===== src/rtl/mem_io_pkg.sv =====
// rtl/mem_io_pkg.sv - shared types and constants for the memory/IO controller
//
// Purpose : FSM state encoding, I/O offset map and inactive strobe levels
//           used by mem_io_ctrl.
// Ports   : none (package)
package mem_io_pkg;

  typedef enum logic [2:0] {
    ST_IDLE,
    ST_RD,
    ST_WR_SETUP,
    ST_WR_PULSE,
    ST_WR_HOLD,
    ST_DONE
  } state_t;

  localparam int WAIT_W = 4;

  // I/O map relative to IO_BASE: hex registers first, switch port right after.
  localparam int HEX_OFS0 = 0;

  function automatic int sw_ofs(input int hex_words);
    return hex_words;
  endfunction

  // Inactive levels for the active-low SRAM strobes.
  localparam logic       STROBE_OFF = 1'b1;
  localparam logic [1:0] LANES_OFF  = 2'b11;

endpackage


===== src/rtl/sync_bus.sv =====
// rtl/sync_bus.sv - two-flop synchroniser for an asynchronous bus
//
// Purpose : brings an asynchronous multi-bit input into the clock domain.
//           Intended for quasi-static inputs such as switches.
// Ports   : i_clk    - clock
//           i_resetn - synchronous active-low clear
//           i_d      - asynchronous input bus
//           o_q      - synchronised output bus
module sync_bus #(
  parameter int W = 16
) (
  input  logic         i_clk,
  input  logic         i_resetn,
  input  logic [W-1:0] i_d,
  output logic [W-1:0] o_q
);

  logic [W-1:0] r_meta;
  logic [W-1:0] r_sync;

  always_ff @(posedge i_clk) begin
    if (!i_resetn) begin
      r_meta <= '0;
      r_sync <= '0;
    end else begin
      r_meta <= i_d;
      r_sync <= r_meta;
    end
  end

  assign o_q = r_sync;

endmodule


===== src/rtl/mem_io_ctrl.sv =====
// rtl/mem_io_ctrl.sv - CPU to async SRAM and board I/O controller
//
// Purpose : request/ready front end for the CPU MAR/MDR bus. Drives a 1Mx16
//           async SRAM with programmable wait states and byte-lane writes,
//           and serves memory-mapped hex registers and a switch port.
// Ports   : Clk, Reset        - clock, synchronous active-low reset
//           cpu_req/we/be     - request, direction, byte enables {ub, lb}
//           cpu_addr/wdata    - access address and write data
//           cpu_rdata/ready   - read data and one-cycle completion pulse
//           busy              - high whenever the FSM is not idle
//           sram_*            - registered SRAM strobes, address and data
//           sram_dq_in        - data returned by the SRAM tristate
//           sw                - raw asynchronous switches
//           hex_out           - hex register contents, word k at [16k+15:16k]
module mem_io_ctrl
  import mem_io_pkg::*;
#(
  parameter int                CPU_AW      = 16,
  parameter int                SRAM_AW     = 20,
  parameter int                DW          = 16,
  parameter logic [CPU_AW-1:0] IO_BASE     = 16'hFFF0,
  parameter int                HEX_WORDS   = 2,
  parameter int                WAIT_STATES = 2
) (
  input  logic                 Clk,
  input  logic                 Reset,
  input  logic                 cpu_req,
  input  logic                 cpu_we,
  input  logic [1:0]           cpu_be,
  input  logic [CPU_AW-1:0]    cpu_addr,
  input  logic [DW-1:0]        cpu_wdata,
  output logic [DW-1:0]        cpu_rdata,
  output logic                 cpu_ready,
  output logic                 busy,
  output logic                 sram_ce_n,
  output logic                 sram_oe_n,
  output logic                 sram_we_n,
  output logic                 sram_ub_n,
  output logic                 sram_lb_n,
  output logic [SRAM_AW-1:0]   sram_addr,
  output logic [DW-1:0]        sram_dq_out,
  output logic                 sram_dq_oe,
  input  logic [DW-1:0]        sram_dq_in,
  input  logic [DW-1:0]        sw,
  output logic [16*HEX_WORDS-1:0] hex_out
);

  localparam logic [WAIT_W-1:0] C_WAIT = WAIT_W'(WAIT_STATES);

  state_t            r_state, w_state_nxt;
  logic [WAIT_W-1:0] r_wait, w_wait_nxt;
  logic [1:0]        r_be;
  logic [DW-1:0]     r_hex [HEX_WORDS];
  logic [DW-1:0]     r_rdata;
  logic              r_ready, r_busy;
  logic              r_ce_n, r_oe_n, r_we_n, r_ub_n, r_lb_n, r_dq_oe;
  logic [SRAM_AW-1:0] r_sram_addr;
  logic [DW-1:0]     r_dq_out;

  logic              w_accept, w_is_io, w_is_sw;
  logic [CPU_AW-1:0] w_ofs;
  logic [DW-1:0]     w_io_rdata, w_sw_sync;
  logic [1:0]        w_be_nxt;
  logic              w_ce_n, w_oe_n, w_we_n, w_ub_n, w_lb_n, w_dq_oe;

  sync_bus #(.W(DW)) u_sw_sync (
    .i_clk    (Clk),
    .i_resetn (Reset),
    .i_d      (sw),
    .o_q      (w_sw_sync)
  );

  assign w_accept = (r_state == ST_IDLE) && cpu_req;
  assign w_is_io  = (cpu_addr >= IO_BASE);
  assign w_ofs    = cpu_addr - IO_BASE;
  assign w_is_sw  = (w_ofs == CPU_AW'(sw_ofs(HEX_WORDS)));

  // I/O read data is selected at the accept edge; unmapped offsets read 0.
  always_comb begin
    w_io_rdata = '0;
    if (w_is_sw) w_io_rdata = w_sw_sync;
    for (int k = 0; k < HEX_WORDS; k++) begin
      if (w_ofs == CPU_AW'(HEX_OFS0 + k)) w_io_rdata = r_hex[k];
    end
  end

  // Next state. The wait counter is loaded at accept and counts down in RD
  // and WR_PULSE, so each lasts WAIT_STATES+1 cycles.
  always_comb begin
    w_state_nxt = r_state;
    w_wait_nxt  = r_wait;
    case (r_state)
      ST_IDLE: begin
        w_wait_nxt = C_WAIT;
        if (cpu_req) begin
          if (w_is_io)     w_state_nxt = ST_DONE;
          else if (cpu_we) w_state_nxt = ST_WR_SETUP;
          else             w_state_nxt = ST_RD;
        end
      end
      ST_RD: begin
        if (r_wait == '0) w_state_nxt = ST_DONE;
        else              w_wait_nxt  = r_wait - 1'b1;
      end
      ST_WR_SETUP: w_state_nxt = ST_WR_PULSE;
      ST_WR_PULSE: begin
        if (r_wait == '0) w_state_nxt = ST_WR_HOLD;
        else              w_wait_nxt  = r_wait - 1'b1;
      end
      ST_WR_HOLD: w_state_nxt = ST_DONE;
      ST_DONE:    w_state_nxt = ST_IDLE;
      default:    w_state_nxt = ST_IDLE;
    endcase
  end

  // Strobes are decoded from the next state and then registered, so the
  // outputs line up with the state they belong to and stay glitch free.
  assign w_be_nxt = (r_state == ST_IDLE) ? cpu_be : r_be;

  always_comb begin
    w_ce_n  = STROBE_OFF;
    w_oe_n  = STROBE_OFF;
    w_we_n  = STROBE_OFF;
    {w_ub_n, w_lb_n} = LANES_OFF;
    w_dq_oe = 1'b0;
    case (w_state_nxt)
      ST_RD: begin
        w_ce_n = 1'b0;
        w_oe_n = 1'b0;
        {w_ub_n, w_lb_n} = 2'b00;
      end
      ST_WR_SETUP, ST_WR_PULSE, ST_WR_HOLD: begin
        w_ce_n  = 1'b0;
        w_we_n  = (w_state_nxt == ST_WR_PULSE) ? 1'b0 : 1'b1;
        {w_ub_n, w_lb_n} = ~w_be_nxt;
        w_dq_oe = 1'b1;
      end
      default: ;
    endcase
  end

  always_ff @(posedge Clk) begin
    if (!Reset) begin
      r_state     <= ST_IDLE;
      r_wait      <= '0;
      r_be        <= '0;
      r_rdata     <= '0;
      r_ready     <= 1'b0;
      r_busy      <= 1'b0;
      r_ce_n      <= STROBE_OFF;
      r_oe_n      <= STROBE_OFF;
      r_we_n      <= STROBE_OFF;
      {r_ub_n, r_lb_n} <= LANES_OFF;
      r_dq_oe     <= 1'b0;
      r_sram_addr <= '0;
      r_dq_out    <= '0;
      for (int k = 0; k < HEX_WORDS; k++) r_hex[k] <= '0;
    end else begin
      r_state <= w_state_nxt;
      r_wait  <= w_wait_nxt;
      r_ready <= (w_state_nxt == ST_DONE);
      r_busy  <= (w_state_nxt != ST_IDLE);
      r_ce_n  <= w_ce_n;
      r_oe_n  <= w_oe_n;
      r_we_n  <= w_we_n;
      r_ub_n  <= w_ub_n;
      r_lb_n  <= w_lb_n;
      r_dq_oe <= w_dq_oe;

      if (w_accept) begin
        r_be <= cpu_be;
        if (w_is_io) begin
          // I/O completes at the accept edge; writes ignore byte enables.
          if (cpu_we) begin
            for (int k = 0; k < HEX_WORDS; k++) begin
              if (w_ofs == CPU_AW'(HEX_OFS0 + k)) r_hex[k] <= cpu_wdata;
            end
          end else begin
            r_rdata <= w_io_rdata;
          end
        end else begin
          r_sram_addr <= SRAM_AW'(cpu_addr);
          if (cpu_we) r_dq_out <= cpu_wdata;
        end
      end

      if ((r_state == ST_RD) && (w_state_nxt == ST_DONE)) r_rdata <= sram_dq_in;
    end
  end

  assign cpu_rdata   = r_rdata;
  assign cpu_ready   = r_ready;
  assign busy        = r_busy;
  assign sram_ce_n   = r_ce_n;
  assign sram_oe_n   = r_oe_n;
  assign sram_we_n   = r_we_n;
  assign sram_ub_n   = r_ub_n;
  assign sram_lb_n   = r_lb_n;
  assign sram_addr   = r_sram_addr;
  assign sram_dq_out = r_dq_out;
  assign sram_dq_oe  = r_dq_oe;

  for (genvar k = 0; k < HEX_WORDS; k++) begin : g_hex
    assign hex_out[16*k +: 16] = r_hex[k];
  end

endmodule


===== config.mk =====
export PLATFORM = sky130hd
export DESIGN_NAME = mem_io_ctrl
export DESIGN_NICKNAME = d
export VERILOG_FILES = /design/src/rtl/mem_io_pkg.sv /design/src/rtl/sync_bus.sv /design/src/rtl/mem_io_ctrl.sv
export SDC_FILE = /design/constraint.sdc
export NUM_CORES = 1
export LEC_CHECK = 0
export ABC_AREA = 1
export BUFFER_PORTS_ARGS = -buffer_cell sky130_fd_sc_hd__buf_2
export CORE_MARGIN = 3
export CORE_UTILIZATION = 55
export CTS_CLUSTER_SIZE = 25
export DETAILED_ROUTE_END_ITERATION = 6
export HOLD_SLACK_MARGIN = 0.02
export PLACE_DENSITY_LB_ADDON = 0.3
export SETUP_SLACK_MARGIN = 0.05
export SYNTH_ARGS = -nofsm -noshare
export SYNTH_HDL_FRONTEND = slang
export SYNTH_HIERARCHICAL = 1
export SYNTH_SLANG_ARGS = --single-unit
export TNS_END_PERCENT = 30

===== constraint.sdc =====
create_clock -name Clk -period 3.94 [get_ports Clk]
set_input_delay 0.591 -clock Clk [delete_from_list [all_inputs] [get_ports Clk]]
set_output_delay 0.591 -clock Clk [all_outputs]
set_load 0.01 [all_outputs]

# Word level (Yosys, flattened, before mapping)
# Memory sizes are Yosys's and may differ from the RTL's.
# Index checks and enable logic that the tools add are counted.
[totals] mem_bits_rw=32 out_inout_bits=92 mem_count=1 mem_bits_ro=0 word_cells=91 latchBits=0 ff_bits=97
[classes] addsub=2 div_mod_pow=0 n_eq_ne=13 shifts=0 multipliers=0 reduce_logical=17 muxes=37 bitwise_logic=4 n_lt_le_gt_ge=1
[memory_table] name="r_hex" depth=2 word_bits=16 read_ports=2 rd_clocked_by_memory_dff=0 write_ports=2 line_no="mem_io_ctrl.sv:53" rtl="logic [DW-1:0] r_hex [HEX_WORDS];"
[op_table] cell="16-bit 2-to-1 mux" n=9
[op_table] cell="1-bit 2-to-1 mux" n=17
[op_table] cell="16-bit by 1-bit equality test with 1-bit output, second input constant" n=1
[op_table] cell="16-bit by 2-bit equality test with 1-bit output, second input constant" n=1
[op_table] cell="16-bit greater-or-equal comparator, second input constant" n=1
[op_table] cell="16-bit logical NOT" n=1
[op_table] cell="16-bit subtractor, second input constant" n=1
[op_table] cell="3-bit case mux with 5 select lines" n=1
[op_table] cell="3-bit by 2-bit equality test with 1-bit output, second input constant" n=4
[op_table] cell="3-bit 2-to-1 mux" n=4
[op_table] cell="3-bit equality test, second input constant" n=3
[op_table] cell="4-bit case mux with 2 select lines" n=1
[op_table] cell="3-bit by 1-bit equality test with 1-bit output, second input constant" n=2
[op_table] cell="2-bit AND reduction" n=3
[op_table] cell="3-bit AND reduction" n=2
[op_table] cell="2-bit nonzero test" n=3
[op_table] cell="4-bit logical NOT" n=1
[op_table] cell="2-bit 2-to-1 mux" n=2
[op_table] cell="4-bit 2-to-1 mux" n=1
[op_table] cell="1-bit case mux with 2 select lines" n=2
[op_table] cell="4-bit OR reduction" n=1
[op_table] cell="4-bit by 1-bit subtractor with 4-bit output, second input constant" n=1
[op_table] cell="3-bit logical NOT" n=1
[op_table] cell="3-bit nonzero test" n=1
[op_table] cell="other kinds (8)" n=10

# Depth between registers and ports, before layout
[depth] depth_word=9 ltp_mapped=13 depth_no_buf=12

# By module
# The synthesis kept the hierarchy.
[modules_own_cells] mod="mem_io_ctrl" cells_per_inst=558 area_each_um2=4453.0 n_inst=1
[modules_own_cells] mod="sync_bus" cells_per_inst=99 area_each_um2=914.6 n_inst=1

# Worst setup path after synthesis
# No wires, ideal clock.
[synth_path] path_type="in2reg" startpoint="input port cpu_addr[5]" endpoint="memory r_hex[1][0], in the netlist r_hex[0][16] (enable)" arrival_ps=1777 path_slack_ps=1791 cell_stages=8 setup_time_ps=372 path_cell_list="nand2_1 -> nor2_4 -> nand3_2 -> nand2_2 -> inv_2 -> nor3_1 -> nand3_1 -> nand2_1"
[synth_lines] item="from (decl)" line_no="mem_io_ctrl.sv:30" rtl="input logic [CPU_AW-1:0] cpu_addr,"
[synth_lines] item="to (decl)" line_no="mem_io_ctrl.sv:53"

# Worst setup path after layout
[layout_path] startpoint="register r_state[1]" endpoint="register r_lb_n, in the netlist sram_lb_n"
[layout_via] elab_chain_cells=5 word_cells_on_any_way=17 cone_classes="eq/ne: 8; mux: 6; bitwise: 1; reduce/logical: 2"
[layout_rtl] item="from (decl)" line_no="mem_io_ctrl.sv:50" rtl="state_t r_state, w_state_nxt;"
[layout_rtl] item="from (signal assigned)" line_no="mem_io_ctrl.sv:159" rtl="r_state <= w_state_nxt;"
[layout_rtl] item="3-bit equality test (tied with other cells)" line_no="mem_io_ctrl.sv:92" rtl="case (r_state)"
[layout_rtl] item="3-bit case mux with 5 select lines" line_no="mem_io_ctrl.sv:92"
[layout_rtl] item="3-bit by 2-bit equality test with 1-bit output / 3-bit equality test (equally long branches)" line_no="mem_io_ctrl.sv:126" rtl="case (w_state_nxt)"
[layout_rtl] item="3-bit OR reduction"
[layout_rtl] item="1-bit case mux with 2 select lines (*)" line_no="mem_io_ctrl.sv:126"
[layout_rtl] item="to (signal assigned)" line_no="mem_io_ctrl.sv:167" rtl="r_lb_n <= w_lb_n;"
[layout_rtl] item="to (decl)" line_no="mem_io_ctrl.sv:56" rtl="logic r_ce_n, r_oe_n, r_we_n, r_ub_n, r_lb_n, r_dq_oe;"
# Every way passes the cells marked *; elsewhere a longest branch is shown, timed or not.
# A chain may end at the register's enable or synchronous reset.

==> flow_summary.toml <==
[timing]
period_share_pct = 66.4
fin_skew_ns = 0.00919
finalSetupViolations = 0
fin_ws_ns = 1.32
maxSlewViolCount = 0
finalHoldWorstSlack_ns = 0.262
rsz0062_at_grt = "false"
worst_pin_slew_ns = 0.926
finalHoldViolCount = 0
relSlewSlack_pct = 38.3
fin_crit_ns = 2.62
fmax_mhz = 382
tns_ns = 0

[setup_path]
r2r_setup_slack_ns = 1.32
end_kind = "flip-flop"
worstPathMaxFanout = 35
cp-start-kind = "flip-flop"
r2r_start = "r_state[1]$_SDFF_PN0_"
arrival_ns = 3.01
reg2reg_depth = 10
critical_path_class = "flip-flop to flip-flop"
reg2reg_to = "sram_lb_n$_SDFF_PN1_"
cp.required_ns = 4.33

[drt]
drcViolationCount = 0
wire_per_inst_um = 15.1
via_per_inst = 5.15
drtIter0Drc = 364
wirelength_mm = 14.2
drtAntennaViolNets = 0
route.vias.total = 4874
drt-pass1-iter-count = 5

[cts]
numCtsBuffers = 17
clk_pin_slew_ns = 0.06
cts_tree = "done"
cts_root_buf = "clkbuf_8"
clock_latency_ns = 0.51
cts_resized = 0
hold_buffers = 0
cts.path.max_buffers = 2
ctsHtreeMaxLevel = 4
cts_num_sinks = 129
postCtsSetupBuffers = 0

[logic_synthesis]
ys_top_cells_by_area = "dfxtp_1 36%, edfxtp_1 18%, nand2_1 9.3%"
synth.most_common_cell = "nand2_1"
synth_area_um2 = 5370
synth_cell_type_count = 33
syn_avg_cell_area_um2 = 8.17
synth_area_leader_cell = "dfxtp_1"
synth_top_area_share_pct = 36.2
netlist_instances = 657
synth_edf_count = 32
synth_seq_area_share_pct = 54.1
ys.flop_type = "dfxtp_1"
synth_seq_cells = 129
synth_common_cells = "133 x nand2_1, 97 x dfxtp_1, 97 x nand3_1"
async_reset_ff_share_pct = 0
synth_warnings = 6

[die]
ios = 162
die_x_um = 105
die_h_um = 105
fp-row-count = 35
start_util_pct = 57.3
die_area_um2 = 11000
design.core.area_um2 = 9370

[status]
status = "completed"

[final_layout]
nFillCells = 754
register_area_um2 = 2900
multi_input_area_um2 = 1900
syn_to_final_growth_pct = 25.0
fin_nets = 876
drive_gt1_share_pct = 27.7
diodes = 0

[global_routing]
grt_use_total_pct = 25.5
grt_pass1_vias = 4636
grt_overflow = 0
grt_max_degree = 54
grt_pass1_wl_mm = 22.3
grt_antenna_before_repair = 0

[placement]
place_congestion = 0.844
dp.final_hpwl_mm = 10.2
pre_cts_slack_ns = 1.22
io_buffers = 157

[hold_path]
hold_start = "sw[5]"
min_path_cells = 3
hold_class = "primary input to flip-flop"
whs_endpoint = "u_sw_sync/r_meta[5]$_SDFF_PN0_"

[pwr]
worst_ir_drop_vdd_mv = 0.319
power.leakage_nw = 3.45
power_density_nw_per_um2 = 643

[flow_run]
drv_cap = 0
-- state kept, by name (all words and copies together) (netlist names) --
signal,cells
r_hex,32
cpu_rdata,16
sram_addr,16
sram_dq_out,16
u_sw_sync/o_q,16
u_sw_sync/r_meta,16
r_wait,4
r_state,3
r_be,2
busy,1
cpu_ready,1
sram_ce_n,1
sram_dq_oe,1
sram_lb_n,1
sram_oe_n,1
sram_ub_n,1
sram_we_n,1
-- power breakdown --
group / total (mW) / internal [mW] / switching, mW
logic: 1.14 / 0.385 / 0.753
registers: 1.69 / 1.57 / 0.116
clock network: 1.49 / 0.940 / 0.548
-- layout by cell type, fill, tap and decap left out, drive strengths merged --
cell type	n
conb	4
buf	159
clkbuf	23
nand3	100
nand4	6
clkinvlp	2
nor3	7
a21oi	27
o221a	2
clkinv	5
dfxtp	97
o21ai	34
nor2	77
ha	1
bufinv	1
edfxtp	32
nor4	1
a41oi	1
nand2	136
inv	100
or2	2
-- layout make-up --
cell class,count,area share [%]
clock buffer,23,7.44
clock inverter,8,1.12
inverter,100,5.59
multi-input combinational,398,28.2
sequential,129,43.3
tap,129,2.41
timing repair buffer,159,11.9
-- worst max-delay path by stage --
stage,to,depth (start not counted),startpoint
2_1_floorplan,r_hex[0][16]$_DFFE_PP_,8,cpu_addr[5]
5_1_grt,sram_ub_n$_SDFF_PN1_,10,r_state[1]$_SDFF_PN0_
3_5_place_dp,sram_ub_n$_SDFF_PN1_,11,cpu_addr[7]
3_3_place_gp,sram_lb_n$_SDFF_PN1_,11,cpu_addr[5]
4_1_cts,sram_lb_n$_SDFF_PN1_,10,r_state[1]$_SDFF_PN0_
6_report,sram_lb_n$_SDFF_PN1_,10,r_state[1]$_SDFF_PN0_
-- logic make-up (layout without fill, tap and decap cells) --
group	count (synthesis)	count (layout)	synth area share, %
simple gates	329	329	28.3
buf+inv	133	290	10.8
flops	129	129	54.1
compound gates	64	64	6.55
fa+ha+maj	1	1	0.233
other cells	1	4	0.0699
-- critical path: stages, from the launching register on --
cell and delay, ns:
dfxtp_1 0.37, nor2_4 0.18, nand2_4 0.11, nor2_8 0.13, nand2_1 0.25, inv_2 0.55
nand2_2 0.36, nand2_1 0.22, inv_1 0.09, nand3_1 0.15, nand3_1 0.09
-- per-layer routing --
layer / GRT usage, % / routed length [um]
met4: 8.62 / 204
met2: 42.9 / 6980
met5: 0 / 0
met1: 32.3 / 5930
met3: 5.81 / 1130
-- per-stage QoR --
stage	util (%)	power, mW	std cells	cell area, um^2
6_report	71.6	4.32	946	6710
5_1_grt	71.6	4.56	946	6710
4_1_cts	71.6	4.32	946	6710
3_5_place_dp	65.5	2.84	915	6140
3_3_place_gp	65.5	2.79	915	6140
2_1_floorplan	-	2.48	660	5380
Note: power is estimated with default switching activity, not from simulation.
